<file path="config.mk">
export PLATFORM = sky130hd
export DESIGN_NAME = hwpf_issue_arb_flat
export DESIGN_NICKNAME = d
export VERILOG_FILES = /design/src/rtl/hwpf_issue_arb_pkg.sv /design/src/rtl/hwpf_issue_arb_if.sv /design/src/rtl/hwpf_issue_arb_line_fifo.sv /design/src/rtl/hwpf_issue_arb.sv /design/src/flat_wrapper.sv
export SDC_FILE = /design/constraint.sdc
export NUM_CORES = 1
export LEC_CHECK = 0
export CAP_MARGIN = 10
export CORE_AREA = 2 2 186 188
export DETAILED_ROUTE_END_ITERATION = 8
export DIE_AREA = 0 0 188 190
export MAX_ROUTING_LAYER = met4
export SYNTH_ARGS = -nofsm -noshare
export SYNTH_HDL_FRONTEND = slang
export SYNTH_SLANG_ARGS = --single-unit
</file>
<file path="constraint.sdc">
create_clock -name clk_i -period 4.2 [get_ports clk_i]
set_input_delay 1.05 -clock clk_i [delete_from_list [all_inputs] [get_ports clk_i]]
set_output_delay 1.05 -clock clk_i [all_outputs]
set_load 0.02 [all_outputs]
</file>
<file path="src/rtl/hwpf_issue_arb_pkg.sv">
// Shared types and defaults for the prefetch issue arbiter.
// Line offset width, line-address type and issue FSM states.
package hwpf_pkg;
  localparam int HWPF_ADDR_W        = 40;
  localparam int HWPF_LINE_SIZE     = 64;
  localparam int HWPF_LINE_OFFSET_W = $clog2(HWPF_LINE_SIZE);

  typedef logic [HWPF_ADDR_W-1:0] hwpf_line_addr_t;

  typedef enum logic {
    IDLE = 1'b0,
    REQ  = 1'b1
  } hwpf_issue_state_e;
endpackage

</file>
<file path="src/rtl/hwpf_issue_arb_if.sv">
// Prefetcher-side and dcache-side handshake bundle of the issue arbiter.
// slave = arbiter view, master = environment view.
interface hwpf_issue_arb_if
  import hwpf_pkg::*;
#(
  parameter int ADDR_WIDTH = HWPF_ADDR_W
);
  logic                  flush_i;
  logic                  pf_req_valid_i;
  logic                  pf_req_ready_o;
  logic [ADDR_WIDTH-1:0] pf_req_addr_i;
  logic                  cpu_busy_i;
  logic                  dc_req_valid_o;
  logic                  dc_req_ready_i;
  logic [ADDR_WIDTH-1:0] dc_req_addr_o;
  logic [15:0]           drop_cnt_o;

  modport slave (
    input  flush_i, pf_req_valid_i, pf_req_addr_i, cpu_busy_i, dc_req_ready_i,
    output pf_req_ready_o, dc_req_valid_o, dc_req_addr_o, drop_cnt_o
  );

  modport master (
    output flush_i, pf_req_valid_i, pf_req_addr_i, cpu_busy_i, dc_req_ready_i,
    input  pf_req_ready_o, dc_req_valid_o, dc_req_addr_o, drop_cnt_o
  );
endinterface

</file>
<file path="src/rtl/hwpf_issue_arb_line_fifo.sv">
// Circular line buffer; per-entry valid/addr exposed for a parallel dedup compare.
// Pointers carry one wrap bit so full/empty come from the MSB comparison.
module hwpf_line_fifo #(
  parameter int W     = 40,
  parameter int DEPTH = 4
) (
  input  logic                      clk_i,
  input  logic                      rst_ni,
  input  logic                      flush_i,
  input  logic                      push_i,
  input  logic [W-1:0]              push_dat_i,
  input  logic                      pop_i,
  output logic [W-1:0]              head_o,
  output logic                      full_o,
  output logic                      empty_o,
  output logic [DEPTH-1:0]          ent_vld_o,
  output logic [DEPTH-1:0][W-1:0]   ent_addr_o
);
  localparam int PW = $clog2(DEPTH);

  logic [PW:0]              r_wr_ptr;
  logic [PW:0]              r_rd_ptr;
  logic [DEPTH-1:0]         r_vld;
  logic [DEPTH-1:0][W-1:0]  r_mem;
  logic                     w_do_push;
  logic                     w_do_pop;

  assign empty_o   = (r_wr_ptr == r_rd_ptr);
  assign full_o    = (r_wr_ptr[PW] != r_rd_ptr[PW]) &&
                     (r_wr_ptr[PW-1:0] == r_rd_ptr[PW-1:0]);
  assign w_do_push = push_i && !full_o && !flush_i;
  assign w_do_pop  = pop_i && !empty_o && !flush_i;

  assign head_o     = r_mem[r_rd_ptr[PW-1:0]];
  assign ent_vld_o  = r_vld;
  assign ent_addr_o = r_mem;

  always_ff @(posedge clk_i or negedge rst_ni) begin
    if (!rst_ni) begin
      r_wr_ptr <= '0;
      r_rd_ptr <= '0;
      r_vld    <= '0;
    end else if (flush_i) begin
      r_wr_ptr <= '0;
      r_rd_ptr <= '0;
      r_vld    <= '0;
    end else begin
      if (w_do_pop) begin
        r_vld[r_rd_ptr[PW-1:0]] <= 1'b0;
        r_rd_ptr                <= r_rd_ptr + 1'b1;
      end
      if (w_do_push) begin
        r_vld[r_wr_ptr[PW-1:0]] <= 1'b1;
        r_wr_ptr                <= r_wr_ptr + 1'b1;
      end
    end
  end

  // Storage needs no reset: r_vld qualifies every entry.
  always_ff @(posedge clk_i) begin
    if (w_do_push) r_mem[r_wr_ptr[PW-1:0]] <= push_dat_i;
  end
endmodule

</file>
<file path="src/rtl/hwpf_issue_arb.sv">
// Buffers prefetch lines, drops duplicates and stale heads, and issues to the
// dcache prefetch port only in CPU-idle cycles; launch-to-valid is one cycle.
module hwpf_issue_arb
  import hwpf_pkg::*;
#(
  parameter int ADDR_WIDTH = HWPF_ADDR_W,
  parameter int LINE_SIZE  = HWPF_LINE_SIZE,
  parameter int DEPTH      = 4,
  parameter int STALL_MAX  = 15
) (
  input  logic             clk_i,
  input  logic             rst_ni,
  hwpf_issue_arb_if.slave  bus
);
  localparam int SW = $clog2(STALL_MAX + 1);
  localparam logic [ADDR_WIDTH-1:0] LINE_MASK = ~(ADDR_WIDTH'(LINE_SIZE - 1));

  hwpf_issue_state_e               r_state, w_state_nxt;
  logic [ADDR_WIDTH-1:0]           r_dc_addr;
  logic [SW-1:0]                   r_stall;
  logic [15:0]                     r_drop;

  logic [ADDR_WIDTH-1:0]           w_line;
  logic [ADDR_WIDTH-1:0]           w_head;
  logic                            w_full, w_empty;
  logic [DEPTH-1:0]                w_ent_vld;
  logic [DEPTH-1:0][ADDR_WIDTH-1:0] w_ent_addr;
  logic                            w_acc, w_dup_hit, w_dup_drop, w_push, w_pop;
  logic                            w_launch_ok, w_load, w_stall_inc, w_stall_hit;
  logic [1:0]                      w_drop_inc;
  logic [16:0]                     w_drop_sum;

  assign w_line = bus.pf_req_addr_i & LINE_MASK;

  hwpf_line_fifo #(.W(ADDR_WIDTH), .DEPTH(DEPTH)) u_fifo (
    .clk_i      (clk_i),
    .rst_ni     (rst_ni),
    .flush_i    (bus.flush_i),
    .push_i     (w_push),
    .push_dat_i (w_line),
    .pop_i      (w_pop),
    .head_o     (w_head),
    .full_o     (w_full),
    .empty_o    (w_empty),
    .ent_vld_o  (w_ent_vld),
    .ent_addr_o (w_ent_addr)
  );

  // The head still counts as a duplicate source in the cycle it is popped.
  always_comb begin
    w_dup_hit = (r_state == REQ) && (r_dc_addr == w_line);
    for (int i = 0; i < DEPTH; i++) begin
      if (w_ent_vld[i] && (w_ent_addr[i] == w_line)) w_dup_hit = 1'b1;
    end
  end

  assign bus.pf_req_ready_o = !w_full && !bus.flush_i;
  assign w_acc       = bus.pf_req_valid_i && bus.pf_req_ready_o;
  assign w_dup_drop  = w_acc && w_dup_hit;
  assign w_push      = w_acc && !w_dup_hit;
  assign w_launch_ok = !w_empty && !bus.cpu_busy_i && !bus.flush_i;

  always_comb begin
    w_state_nxt = r_state;
    w_load      = 1'b0;
    case (r_state)
      IDLE: begin
        if (w_launch_ok) begin
          w_load      = 1'b1;
          w_state_nxt = REQ;
        end
      end
      REQ: begin
        if (bus.dc_req_ready_i) begin
          if (w_launch_ok) w_load = 1'b1;
          else             w_state_nxt = IDLE;
        end
      end
      default: w_state_nxt = IDLE;
    endcase
  end

  assign w_stall_inc = (r_state == IDLE) && !w_empty && bus.cpu_busy_i && !bus.flush_i;
  assign w_stall_hit = w_stall_inc && (r_stall == SW'(STALL_MAX - 1));
  assign w_pop       = w_load || w_stall_hit;
  assign w_drop_inc  = {1'b0, w_dup_drop} + {1'b0, w_stall_hit};
  assign w_drop_sum  = {1'b0, r_drop} + {15'd0, w_drop_inc};

  always_ff @(posedge clk_i or negedge rst_ni) begin
    if (!rst_ni) begin
      r_state   <= IDLE;
      r_dc_addr <= '0;
      r_stall   <= '0;
      r_drop    <= '0;
    end else begin
      r_state <= w_state_nxt;
      if (w_load) r_dc_addr <= w_head;
      if (bus.flush_i || w_empty || !bus.cpu_busy_i || w_stall_hit) r_stall <= '0;
      else if (w_stall_inc)                                          r_stall <= r_stall + 1'b1;
      r_drop <= w_drop_sum[16] ? 16'hFFFF : w_drop_sum[15:0];
    end
  end

  assign bus.dc_req_valid_o = (r_state == REQ);
  assign bus.dc_req_addr_o  = r_dc_addr;
  assign bus.drop_cnt_o     = r_drop;
endmodule

</file>
<file path="src/flat_wrapper.sv">
// flat-port wrapper written by rule: the top's interface ports become plain ports
module hwpf_issue_arb_flat import hwpf_pkg::*;
#(
  parameter int ADDR_WIDTH = HWPF_ADDR_W,
  parameter int LINE_SIZE  = HWPF_LINE_SIZE,
  parameter int DEPTH      = 4,
  parameter int STALL_MAX  = 15
)
  (clk_i, rst_ni, bus_flush_i, bus_pf_req_valid_i, bus_pf_req_addr_i, bus_cpu_busy_i, bus_dc_req_ready_i, bus_pf_req_ready_o, bus_dc_req_valid_o, bus_dc_req_addr_o, bus_drop_cnt_o);
  hwpf_issue_arb_if #(.ADDR_WIDTH(ADDR_WIDTH)) bus_i ();
  input  logic clk_i;
  input  logic rst_ni;
  input wire logic [$bits(bus_i.flush_i)-1:0] bus_flush_i;
  input wire logic [$bits(bus_i.pf_req_valid_i)-1:0] bus_pf_req_valid_i;
  input wire logic [$bits(bus_i.pf_req_addr_i)-1:0] bus_pf_req_addr_i;
  input wire logic [$bits(bus_i.cpu_busy_i)-1:0] bus_cpu_busy_i;
  input wire logic [$bits(bus_i.dc_req_ready_i)-1:0] bus_dc_req_ready_i;
  output wire logic [$bits(bus_i.pf_req_ready_o)-1:0] bus_pf_req_ready_o;
  output wire logic [$bits(bus_i.dc_req_valid_o)-1:0] bus_dc_req_valid_o;
  output wire logic [$bits(bus_i.dc_req_addr_o)-1:0] bus_dc_req_addr_o;
  output wire logic [$bits(bus_i.drop_cnt_o)-1:0] bus_drop_cnt_o;
  assign bus_i.flush_i = bus_flush_i;
  assign bus_i.pf_req_valid_i = bus_pf_req_valid_i;
  assign bus_i.pf_req_addr_i = bus_pf_req_addr_i;
  assign bus_i.cpu_busy_i = bus_cpu_busy_i;
  assign bus_i.dc_req_ready_i = bus_dc_req_ready_i;
  assign bus_pf_req_ready_o = bus_i.pf_req_ready_o;
  assign bus_dc_req_valid_o = bus_i.dc_req_valid_o;
  assign bus_dc_req_addr_o = bus_i.dc_req_addr_o;
  assign bus_drop_cnt_o = bus_i.drop_cnt_o;
  hwpf_issue_arb #(.ADDR_WIDTH(ADDR_WIDTH), .LINE_SIZE(LINE_SIZE), .DEPTH(DEPTH), .STALL_MAX(STALL_MAX)) u_core (.clk_i(clk_i), .rst_ni(rst_ni), .bus(bus_i));
endmodule
</file>
==> out/qor.csv, run 1 <==
stage,metric,value,unit
run_status,status,finished clean,
synth,sequential area share after synthesis,0.573,
timing,Max Fclk,244,MHz
synth,number of synthesized register bits,201,
run,Max Cap Viol,0,
die,Die X,188,µm
grt,initial antenna violation count,0,
layout,area grow syn2layout,29.1,%
timing,Worst-Margin Slew,1.03,ns
synth,post-synth top area cell,edfxtp_1,
synth,Post-synth ARST share,0.323,
critical_path,crit path capture type,flop,
route,"antenna viol nets, final",0,
hold_path,Hold Crit Class,reg -> reg,
route,routed vias,6218,
timing,Tmin final,4.10,ns
clock_network,clock slew at reported path FFs,0.06,ns
die,Die H,190,µm
pwr,maximum vdd drop,0.289,mV
synth,"top cells by area, synth","edfxtp_1 41%, dfrtp_1 16%, xnor2_1 12%",
die,CORE AREA,33900,µm²
synth,synthesized netlist cell count,694,
critical_path,R2R setup slack,0.69,ns
synth,synth cell count leaders,"136 x edfxtp_1, 134 x xnor2_1, 65 x dfrtp_1",
synth,Post-synth EDFFs,136,
grt,vias in the first global route,6438,
timing,hold_ws,0.511,ns
critical_path,critical setup path kind,in -> reg,
synth,Synth top area share,0.410,
grt,first-pass GRT wire length,40500,µm
clock_network,Clock Tree Buf Depth,3,
pwr,P per Cell Area,492,nW/µm²
die,Top Ports,104,
timing,fin. max-slew vios,0,
timing,Fin. Hold Viols,0,
critical_path,"CP delay by family, top",simple AND/OR/NAND/NOR gates,
die,initial core utilization,0.293,
timing,Setup-failing EPs final,0,
layout,Final Cell Area,12900,µm²
die,die area,35700,µm²
layout,share of cells above drive strength 1,0.271,
critical_path,Reg2Reg Depth,13,
timing,clock skew,0.0238,ns
die,standard-cell row count,68,
placement,hpwl dp,18500,µm
critical_path,Max stage delay on crit path,0.53,ns
critical_path,Critical Path RT,4.65,ns
clock_network,H-Tree Depth,1,
clock_network,CTS buffer count,23,
grt,largest net degree at the start of global routing,66,
route,drt pass-1 iters,4,
synth,Unique masters post-synth,49,
route,drt drc,0,
synth,"count leader, synth",edfxtp_1,
pwr,static leakage,0.00469,µW
hold_path,Hold Path Sink,u_core.u_fifo.r_wr_ptr[2],
critical_path,r2r endpoint,u_core.bus.drop_cnt_o[1],
placement,port bufs,91,
grt,grt total ovfl,0,
synth,Main synth FF type,edfxtp_1,
timing,slew margin rel.,0.313,
clock_network,CTS tree,built,
critical_path,crit-path cells,"clkdlybuf4s50_1, xor2_1, nor4_2, nand4_1, o31ai_4, o21ai_2, fa_2, inv_2, ha_2, nand3_2, or2_4, or3_4, buf_2, nand2b_1",
route,total length of routed wires,26900,µm
critical_path,Worst path slowest cell,clkdlybuf4s50_1,
critical_path,CP Max Fanout,6,
clock_network,CTS Root Cell,clkbuf_16,
hold_path,Hold Path Stages,1,
critical_path,Critical path buffers and inverters,3,
grt,total track usage,0.155,
route,initial DRC count,376,
synth,Synth Warn #,0,
critical_path,Startpoint Class,primary input,
route,Routed wire per std cell,20.3,µm
layout,Nets,910,
route,vias per inst,4.70,
placement,dpl cell area,11900,µm²
clock_network,clock latency on the worst-skew pair,0.53,ns
hold_path,Hold Path Origin,u_core.u_fifo.r_wr_ptr[2],
synth,Mapped Area,9960,µm²
synth,Mapped Avg Cell Area,14.3,µm²
critical_path,"Arr. time, crit path",4.54,ns
clock_network,clk sink count,201,
layout,antenna fix cells,0,
timing,period utilization,0.975,
placement,placer's final routability congestion estimate,0.842,
critical_path,Critical R2R Launch,u_core.u_fifo.ent_addr_o[52],
clock_network,setup bufs post-CTS,0,
## repair_timing
item	CTS	global route
setup endpoints to repair	16	15
hold buffers	0	0
pin swaps	7	20
gates resized for setup	21	36
gates cloned	0	1
## through the flow
| stage | util | cells | setup TNS (ns) | setup slack (ns) | power [µW] |
|---|---|---|---|---|---|
| CTS | 0.373 | 1321 | 0 | 0.0203 | 6360 |
| detailed placement | 0.351 | 1281 | -12.90 | -0.859 | 4430 |
| global placement | 0.351 | 1281 | -11.74 | -0.776 | 4410 |
| global route | 0.379 | 1322 | -0.0257 | -0.0147 | 6580 |
| floorplan | - | 699 | 0 | 0.00522 | 3560 |
| finish | 0.379 | 1322 | 0 | 0.103 | 6320 |
## worst max path at each step
stage,to,from,depth (start not counted)
after floorplan,u_core.bus.drop_cnt_o[10],bus_pf_req_addr_i[10],14
after global placement,u_core.bus.drop_cnt_o[7],bus_pf_req_addr_i[25],15
after detailed placement,u_core.bus.drop_cnt_o[13],bus_pf_req_addr_i[25],15
after CTS,u_core.bus.drop_cnt_o[5],bus_pf_req_addr_i[14],15
after global routing,u_core.bus.drop_cnt_o[5],bus_pf_req_addr_i[16],17
final,u_core.bus.drop_cnt_o[1],bus_pf_req_addr_i[11],14
## layout make-up
type / instances / area, µm²
fill: 3264 / 21100
sequential: 201 / 5710
multi-input combinational: 429 / 4130
timing repair buffer: 182 / 1690
clock buffer: 30 / 622
tap: 455 / 569
clock inverter: 10 / 85.1
inverter: 15 / 56.3
## power breakdown
group	internal, µW	leakage (µW)	switching, µW
registers	2360	0.00206	242
logic	924	0.00228	877
clock network	1110	0.000350	816
## worst reg2reg max path, delay by kind of cell (launching register included)
family | cells | cell delay [ns]
compound gates | 2 | 0.41
xor+xnor | 1 | 0.27
fa+ha+maj | 2 | 0.54
buf+inv | 2 | 0.23
flops | 1 | 0.41
simple gates | 6 | 1.57
## flip-flops by register name, summed over array words and instances, names as in the netlist
name and count:
u_core.u_fifo.r_rd_ptr 3, u_core.bus.dc_req_addr_o 34, u_core.r_stall 4, u_core.u_fifo.r_wr_ptr 3, u_core.bus.dc_req_valid_o 1, u_core.bus.drop_cnt_o 16, u_core.u_fifo.ent_addr_o 136, u_core.u_fifo.ent_vld_o 4
## per-layer routing
metal,part of all wire,track usage,vias to the layer above
met5,0,-,-
met4,0.029,0.0436,0
met3,0.053,0.0273,40
met2,0.46,0.238,182
met1,0.46,0.210,3152
li1,-,-,2844
## cell usage in the layout (no fill, tap or decap), types with 2 or more instances in the layout
cell / instances
clkdlybuf4s50_1: 74
a32o_1: 3
clkinv_2: 4
ha_1: 10
dfrtp_1: 64
nor4_1: 7
nand3_2: 2
nand2_1: 26
clkbuf_1: 5
o21ai_0: 8
and3_1: 7
mux2_2: 37
inv_2: 3
xnor2_2: 15
nand4_1: 36
clkbuf_8: 2
nand2b_1: 2
a21oi_1: 9
mux2i_1: 3
buf_6: 8
xor2_1: 40
buf_4: 78
nor3_1: 5
inv_1: 11
nor4_2: 5
conb_1: 6
xnor2_1: 120
buf_12: 5
clkbuf_16: 23
mux4_2: 34
dlymetal6s2s_1: 7
o22ai_1: 2
and2_1: 6
nor2_1: 12
clkinv_1: 5
dlygate4sd2_1: 9
o31ai_1: 2
edfxtp_1: 136
nand3_1: 9
## cell families after synthesis
logic type | share of synthesized area
xor gates and xnor gates | 0.156
other | 0.000377
buffers and inverters | 0.0361
muxes | 0.123
adders and majority gates | 0.0158
and+or+nand+nor | 0.0685
DFF | 0.573
AOI/OAI and AO/OA | 0.0263
Note: power is estimated with default switching activity, not from simulation.
==> run 2, diff against run 1 <==
- CTS_BUF_LIST: unset -> sky130_fd_sc_hd__clkbuf_8 sky130_fd_sc_hd__clkbuf_16
- CTS_CLUSTER_DIAMETER: unset -> 120
==> run 2 against run 1 <==
Critical endpoint unchanged. Critical path depth unchanged. Largest cell class unchanged. Register-to-register slack about the same. Routed wire length about the same. Sequential share of layout area unchanged. Clock skew about the same. Critical path type unchanged. Highest routed layer unchanged. Cell count unchanged.
==> out/qor.csv, run 2 (synthesized netlist as in run 1, its figures left out) <==
stage,metric,value,unit
placement,placer's final routability congestion estimate,0.842,
critical_path,Critical Path RT,4.65,ns
grt,initial antenna violation count,0,
timing,fin. max-slew vios,0,
route,total length of routed wires,26900,µm
die,Die H,190,µm
layout,Nets,910,
layout,"commonest non-fill, non-tap cell in the layout",edfxtp_1,
clock_network,clock latency on the worst-skew pair,0.53,ns
pwr,P_sw,1930,µW
pwr,maximum vdd drop,0.289,mV
placement,hpwl dp,18500,µm
hold_path,Hold Crit Class,reg -> reg,
pwr,static leakage,0.00471,µW
critical_path,CP Max Fanout,6,
pwr,Clock power frac,0.303,
clock_network,CTS buffer count,23,
critical_path,Startpoint Class,primary input,
layout,post-route core utilization,0.379,
timing,Max Fclk,244,MHz
pwr,register share of total power,0.412,
pwr,switching part of the total,0.307,
grt,first-pass GRT wire length,40500,µm
pwr,P per Cell Area,491,nW/µm²
layout,Final Non-Filler Cells,1322,
placement,port bufs,91,
timing,Tmin final,4.10,ns
grt,total track usage,0.155,
layout,antenna fix cells,0,
grt,vias in the first global route,6438,
critical_path,"Arr. time, crit path",4.54,ns
layout,area grow syn2layout,29.1,%
timing,Worst-Margin Slew,1.03,ns
die,die area,35700,µm²
layout,max reg flops,136,
grt,grt total ovfl,0,
timing,period utilization,0.975,
timing,Setup-failing EPs final,0,
die,Die X,188,µm
die,initial core utilization,0.293,
timing,clock skew,0.0238,ns
clock_network,CTS Root Cell,clkbuf_16,
grt,largest net degree at the start of global routing,66,
pwr,Logic pwr share,0.285,
timing,Setup WS post-layout,0.104,ns
route,drt pass-1 iters,4,
placement,DP Worst Slack,-0.859,ns
die,Top Ports,104,
critical_path,crit path capture type,flop,
timing,Fin. Hold Viols,0,
run,Max Cap Viol,0,
critical_path,critical setup path kind,in -> reg,
route,initial DRC count,374,
clock_network,Clock Tree Buf Depth,3,
clock_network,H-Tree Depth,1,
route,routed vias,6213,
die,CORE AREA,33900,µm²
clock_network,clock slew at reported path FFs,0.06,ns
route,"antenna viol nets, final",0,
run_status,status,finished clean,
timing,slew margin rel.,0.314,
clock_network,CTS tree,built,
placement,placed insts,1281,
route,vias per inst,4.70,
pwr,Int Power,4380,µW
clock_network,clk sink count,201,
route,drt drc,0,
die,standard-cell row count,68,
route,Routed wire per std cell,20.3,µm
layout,most frequent cells in the layout,"136 x edfxtp_1, 120 x xnor2_1, 78 x buf_4",
layout,share of cells above drive strength 1,0.271,
timing,final setup TNS,0,ns
pwr,PnR Total Power,6310,µW
==> run 2: cell count changes in the layout (fill, tap and decap cells not counted) <==
cell,change
inv_1,+5
clkbuf_1,-5
==> run 2: timing repair <==
item                       4_1_cts  5_1_grt
pin swaps                        7       20
gates resized for setup         21       36
gates cloned                     0        1
hold buffers                     0        0
buffers inserted                 0        0
setup endpoints to repair       16       15
==> run 2: power groups by stage <==
stage          combinational, µW  clock, µW  sequential [µW]
3_3_place_gp                1790          0             2630
3_5_place_dp                1790          0             2630
4_1_cts                     1810       1950             2600
2_1_floorplan                787          0             2780
5_1_grt                     1910       2030             2630
6_report                    1800       1910             2600
==> run 2: worst max-delay path: stages <==
cell and delay [ns]:
clkdlybuf4s50_1 0.53, xor2_1 0.27, nor4_2 0.39, nand4_1 0.21, o31ai_4 0.36, o21ai_2 0.12, fa_2 0.36, inv_2 0.06
ha_2 0.18, nand3_2 0.09, or2_4 0.27, or3_4 0.40, buf_2 0.17, nand2b_1 0.07
==> run 2: layout make-up <==
type	count	area, µm²
clock buffer	25	603
clock inverter	15	104
fill	3264	21100
inverter	15	56.3
multi-input combinational	429	4130
sequential	201	5710
tap	455	569
timing repair buffer	182	1690
==> run 2: per-layer routing <==
metal | up-vias | global-route usage | share of wire | wire [µm]
met3 | 40 | 0.0273 | 0.053 | 1420
met5 | - | - | 0 | 0
met4 | 0 | 0.0436 | 0.029 | 789
met2 | 183 | 0.238 | 0.46 | 12300
li1 | 2845 | - | - | -
met1 | 3145 | 0.210 | 0.46 | 12400
==> run 2: final timing paths <==
path,from,slack (ns),depth (start not counted),to
worst max-delay path,bus_pf_req_addr_i[11],0.10,14,u_core.bus.drop_cnt_o[1]
worst min-delay path,u_core.u_fifo.r_wr_ptr[2],0.51,1,u_core.u_fifo.r_wr_ptr[2]
worst max register to register,u_core.u_fifo.ent_addr_o[52],0.69,13,u_core.bus.drop_cnt_o[1]
worst min register to register,u_core.u_fifo.r_wr_ptr[2],0.51,1,u_core.u_fifo.r_wr_ptr[2]
max in group asynchronous,rst_ni,2.78,1,u_core.u_fifo.r_rd_ptr[0]
min in group asynchronous,rst_ni,0.70,1,u_core.r_stall[2]
==> run 2: stage by stage <==
stage               cell area (µm²)  hold WS [ns]
global route                  12900         0.542
floorplan                      9980         0.469
CTS                           12700         0.522
finish                        12900         0.511
detailed placement            11900         0.516
global placement              11900         0.481
